$ cat src/rtl/fetch_pkg.sv
// Shared types and constants for the instruction fetch path.
// Holds FSM state encoding, fault codes, the reset NOP and PC classification.
package fetch_pkg;

    typedef enum logic [1:0] {
        REQ   = 2'd0,
        WAIT  = 2'd1,
        VALID = 2'd2,
        FAULT = 2'd3
    } fetch_state_e;

    localparam logic [1:0] FC_NONE     = 2'd0;
    localparam logic [1:0] FC_MISALIGN = 2'd1;
    localparam logic [1:0] FC_RANGE    = 2'd2;
    localparam logic [1:0] FC_TIMEOUT  = 2'd3;

    // addi x0, x0, 0
    localparam logic [31:0] NOP_INSTR = 32'h0000_0013;

    // Misalignment is reported in preference to an out-of-range PC.
    function automatic logic [1:0] pc_fault(input logic [31:0] pc, input int addr_w);
        if (pc[1:0] != 2'b00) begin
            return FC_MISALIGN;
        end
        if ((pc >> (addr_w + 2)) != 32'd0) begin
            return FC_RANGE;
        end
        return FC_NONE;
    endfunction

endpackage

$ cat src/rtl/instr_fetch.sv
// Stall-capable instruction fetch: one word read per PC over req/gnt/rvalid,
// result held on instr until the core commits it, with sticky fault reporting.
module instr_fetch
    import fetch_pkg::*;
#(
    parameter int ADDR_W  = 8,
    parameter int TIMEOUT = 255
) (
    input  logic              clk,
    input  logic              rst,
    input  logic [31:0]       pc_address,
    input  logic              instr_ready,
    output logic [31:0]       instr,
    output logic              instr_valid,
    output logic              fetch_fault,
    output logic [1:0]        fault_code,
    output logic              mem_req,
    output logic [ADDR_W-1:0] mem_addr,
    input  logic              mem_gnt,
    input  logic              mem_rvalid,
    input  logic [31:0]       mem_rdata
);

    localparam int CNT_W = $clog2(TIMEOUT + 1);

    fetch_state_e     state;
    fetch_state_e     state_next;
    logic [1:0]       fault_next;
    logic [1:0]       pc_code;
    logic [CNT_W-1:0] tmo_cnt;
    logic             tmo_hit;

    assign pc_code = pc_fault(pc_address, ADDR_W);

    // The count would reach TIMEOUT on this edge, so a waiting state gives up now.
    assign tmo_hit = (tmo_cnt == CNT_W'(TIMEOUT - 1));

    assign mem_addr = pc_address[ADDR_W+1:2];
    assign mem_req  = rst && (state == REQ) && (pc_code == FC_NONE);

    // NOTE: every signal written in always_comb gets a default first, so no path
    // leaves it unassigned and no latch is inferred.
    always_comb begin
        state_next = state;
        fault_next = FC_NONE;
        case (state)
            REQ: begin
                if (pc_code != FC_NONE) begin
                    state_next = FAULT;
                    fault_next = pc_code;
                end else if (mem_gnt) begin
                    state_next = WAIT;
                end else if (tmo_hit) begin
                    state_next = FAULT;
                    fault_next = FC_TIMEOUT;
                end
            end
            WAIT: begin
                if (mem_rvalid) begin
                    state_next = VALID;
                end else if (tmo_hit) begin
                    state_next = FAULT;
                    fault_next = FC_TIMEOUT;
                end
            end
            VALID: begin
                if (instr_ready) begin
                    state_next = REQ;
                end
            end
            FAULT: begin
                state_next = FAULT;
            end
            default: begin
                state_next = REQ;
            end
        endcase
    end

    // NOTE: sequential state uses non-blocking assignments so every register
    // samples pre-edge values regardless of block ordering.
    always_ff @(posedge clk or negedge rst) begin
        if (!rst) begin
            state       <= REQ;
            instr_valid <= 1'b0;
            fetch_fault <= 1'b0;
            fault_code  <= FC_NONE;
        end else begin
            state       <= state_next;
            instr_valid <= (state_next == VALID);
            fetch_fault <= (state_next == FAULT);
            if (state != FAULT && state_next == FAULT) begin
                fault_code <= fault_next;
            end
        end
    end

    // Cleared on every state change; leaving at TIMEOUT-1 keeps it from wrapping.
    always_ff @(posedge clk or negedge rst) begin
        if (!rst) begin
            tmo_cnt <= '0;
        end else if (state_next != state) begin
            tmo_cnt <= '0;
        end else if (state == REQ || state == WAIT) begin
            tmo_cnt <= tmo_cnt + CNT_W'(1);
        end
    end

    // Only a response to our own outstanding request is captured; late data in FAULT is dropped.
    always_ff @(posedge clk or negedge rst) begin
        if (!rst) begin
            instr <= NOP_INSTR;
        end else if (state == WAIT && mem_rvalid) begin
            instr <= mem_rdata;
        end
    end

endmodule

$ cat config.mk
export PLATFORM = sky130hd
export DESIGN_NAME = instr_fetch
export DESIGN_NICKNAME = d
export VERILOG_FILES = /design/src/rtl/fetch_pkg.sv /design/src/rtl/instr_fetch.sv
export SDC_FILE = /design/constraint.sdc
export NUM_CORES = 1
export LEC_CHECK = 0
export ABC_AREA = 1
export CAP_MARGIN = 20
export CORE_MARGIN = 4
export CORE_UTILIZATION = 36
export CTS_CLUSTER_SIZE = 28
export DETAILED_ROUTE_END_ITERATION = 10
export PLACE_DENSITY = 0.77
export SKIP_LAST_GASP = 1
export SYNTH_ARGS = -nofsm -noshare
export SYNTH_HDL_FRONTEND = slang
export SYNTH_SLANG_ARGS = --single-unit
$ cat constraint.sdc
create_clock -name clk -period 1.5 [get_ports clk]
set_input_delay 0.3 -clock clk [delete_from_list [all_inputs] [get_ports clk]]
set_output_delay 0.3 -clock clk [all_outputs]
set_load 0.005 [all_outputs]
==> qor.yml <==
clocking:
  ctsRootBufferMaster: "clkbuf_8"
  path_clk_slew_ns: 0.08
  htreeDepth: 2
  cts_tree: "yes"
  insertion_delay_ns: 0.29
  cts_made_buffers: 5
  clockBufferDepth: 2
  cts.sinks: 46
status:
  failed_checks: "negative setup slack"
  status: "finished, violations left"
run:
  drv_cap: 0
setup_path:
  crit_arrival_ns: 1.35
  critical_path_required_ns: 1.20
  critPathMaxFanout: 2
  worstRegToRegCells: 13
  endpoint_kind: "output port"
  path_class: "in2out"
  worstSetupStartpointType: "input pin"
final_layout:
  insertedDiodeCount: 0
  fin_nets: 375
  syn_to_final_growth_pct: 63.0
  layout_commonest_cell: "clkdlybuf4s50_1"
  drive_gt1_share_pct: 33.1
  fillers: 498
  postLayoutCoreUtil_pct: 60.2
  layout.cells.non_filler: 380
  most-common-layout-cells: "clkdlybuf4s50_1, dfrtp_1, mux2_2"
grt:
  grtUsageTotal_pct: 13.6
  grt_pass1_wl_mm: 8.18
  antenna_found_initial: 0
  grt-ovfl-total: 0
  grt_max_degree: 47
  grt_pass1_vias: 1823
sta:
  max_freq_ghz: 0.607
  hold_slack_ns: 0.101
  finalSetupViolations: 8
  slew_headroom_pct: 62.9
  hold_viol: 0
  clock_skew_ns: 0.00924
  rsz0062_at_grt: "true"
  worst_slack_ns: -0.148
  finalCritPeriodShare_pct: 110
  tightest_slew_ns: 0.556
  min_period_ns: 1.65
  drv_slew: 0
floorplanning:
  io_pins: 114
  initial_core_util_pct: 36.9
  rows: 28
  dieArea_sq_um: 7390
  core_sq_um: 5920
  die_w_microns: 85.9
  die_h_microns: 85.9
route:
  post-route-drc-count: 0
  routedWlPerCell_microns: 13.4
  vias: 1705
  viasPerCell: 4.49
  first_iter_violations: 46
  drtPass1Iterations: 3
  wl_mm: 5.10
  ant_nets: 0
logic_synthesis:
  syn_avg_cell_area_sq_um: 11.8
  synthesis.nets: 257
  netlist_area_sq_um: 2190
  ys_types: 31
  synth-seq-area-share_pct: 52.8
  ys_ff_latch: 46
  netlist_instances: 186
  synth_warnings: 0
pwr:
  finalPower_mw: 2.42
  p_int_mw: 1.86
  clockPowerShare_pct: 30.1
  peakVddDrop_mv: 0.436
  powerDensity_nw_per_um2: 678
  p_switching_mw: 0.558
  leakage_nw: 1.77
  comb_power_share_pct: 16.1
  switching_share_pct: 23.1
  p_seq_share_pct: 53.8
worst_hold_path:
  hold_class: "in2async"
placement:
  dpl.hpwl_mm: 3.78
  routabilityCongestion: 0.825
  port_buffers: 97
  dp.cells: 366
  dp_worst_setup_slack_ns: -0.663
## final cells by class
type / count / area, sq um / area share [%]
repair buffers: 123 / 1190 / 33.4
multi-input cells: 120 / 1010 / 28.3
clock inverters: 1 / 7.51 / 0.211
inverters: 8 / 35.0 / 0.982
flip-flops and latches: 46 / 1150 / 32.4
clock buffers: 7 / 76.3 / 2.14
well taps: 75 / 93.8 / 2.63
## path summary, 6_finish.rpt
path	startpoint	to	slack, ns
worst max-delay path	pc_address[29]	mem_req	-0.15
worst min-delay path	rst	fault_code[1]	0.10
worst max register to register	tmo_cnt[0]	tmo_cnt[6]	-0.05
worst min register to register	fault_code[0]	fault_code[0]	0.47
max in group asynchronous	rst	tmo_cnt[0]	1.01
min in group clk	fault_code[0]	fault_code[0]	0.47
## critical path: stages
cell and delay, ns:
clkdlybuf4s50_1 0.39, nor2_1 0.08, nand4_1 0.15, nor2_4 0.15, and3_4 0.18, buf_6 0.09
## cells by family (layout without fill, tap and decap cells)
logic type	Yosys count	count (layout)	synth area share (%)
xor+xnor	7	7	2.80
fa+ha+maj	2	2	1.14
compound gates	8	8	3.09
mux	32	32	16.5
flops	46	46	52.8
simple gates	71	71	18.1
buf+inv	20	139	5.55
## power groups by stage
stage	Clock, mW	Combinational [mW]	Sequential [mW]
2_1_floorplan	0	0.116	1.33
3_3_place_gp	0	0.384	1.32
3_5_place_dp	0	0.391	1.33
4_1_cts	0.760	0.378	1.30
5_1_grt	0.814	0.423	1.31
6_report	0.727	0.390	1.30
## stage by stage
step / setup TNS (ns) / cell area, sq um
floorplan: 0 / 2190
global placement: -6.57 / 3330
detailed placement: -7.17 / 3330
CTS: -0.396 / 3430
global route: -1.55 / 3570
finish: -0.448 / 3570
## cells in the mapped netlist
cell      count  area share [%]
nand3_1       3            0.69
nand4_2       1            0.57
nand4_1       3            0.86
o21ai_0       1            0.23
inv_2         2            0.34
buf_6         1            0.51
xor2_1        7             2.8
nand3b_1      1            0.34
a21oi_1       5             1.1
nor3_1        1            0.23
inv_1         5            0.86
o211ai_4      1            0.97
mux2_1        7             3.6
nor2_4        3             1.5
mux2_2       25              13
nand2_4       3             1.5
or2_1         2            0.57
ha_1          2             1.1
nand2_1      21             3.6
nor4_1        1            0.29
nor2_1       16             2.7
nand2_2       5             1.4
dfrtp_1      43              49
and3_2        1            0.34
a21oi_4       1            0.74
buf_4         8             2.7
nand3_2       3             1.4
buf_2         3            0.69
inv_6         1            0.40
dfstp_2       3             3.6
nor2_2        7             2.0
## flip-flops by register name, indices dropped and copies added (netlist names)
register and count:
instr 32, state 2, fault_code 2, fetch_fault 1, tmo_cnt 8, instr_valid 1
## timing repair
action                     CTS  global route
gates cloned                 0             1
pin swaps                   29             8
resized for setup           38            20
buffers inserted             1             5
setup endpoints to repair   16            46
hold buffers                 0             0
## layer usage
metal | up-vias | global-route usage, % | routed length (microns)
li1 | 843 | - | -
met3 | 7 | 3.55 | 372
met1 | 803 | 16.8 | 2030
met4 | 0 | 3.31 | 48
met5 | - | 0 | 0
met2 | 52 | 23.6 | 2650
Power figures use the tool's default switching activity.
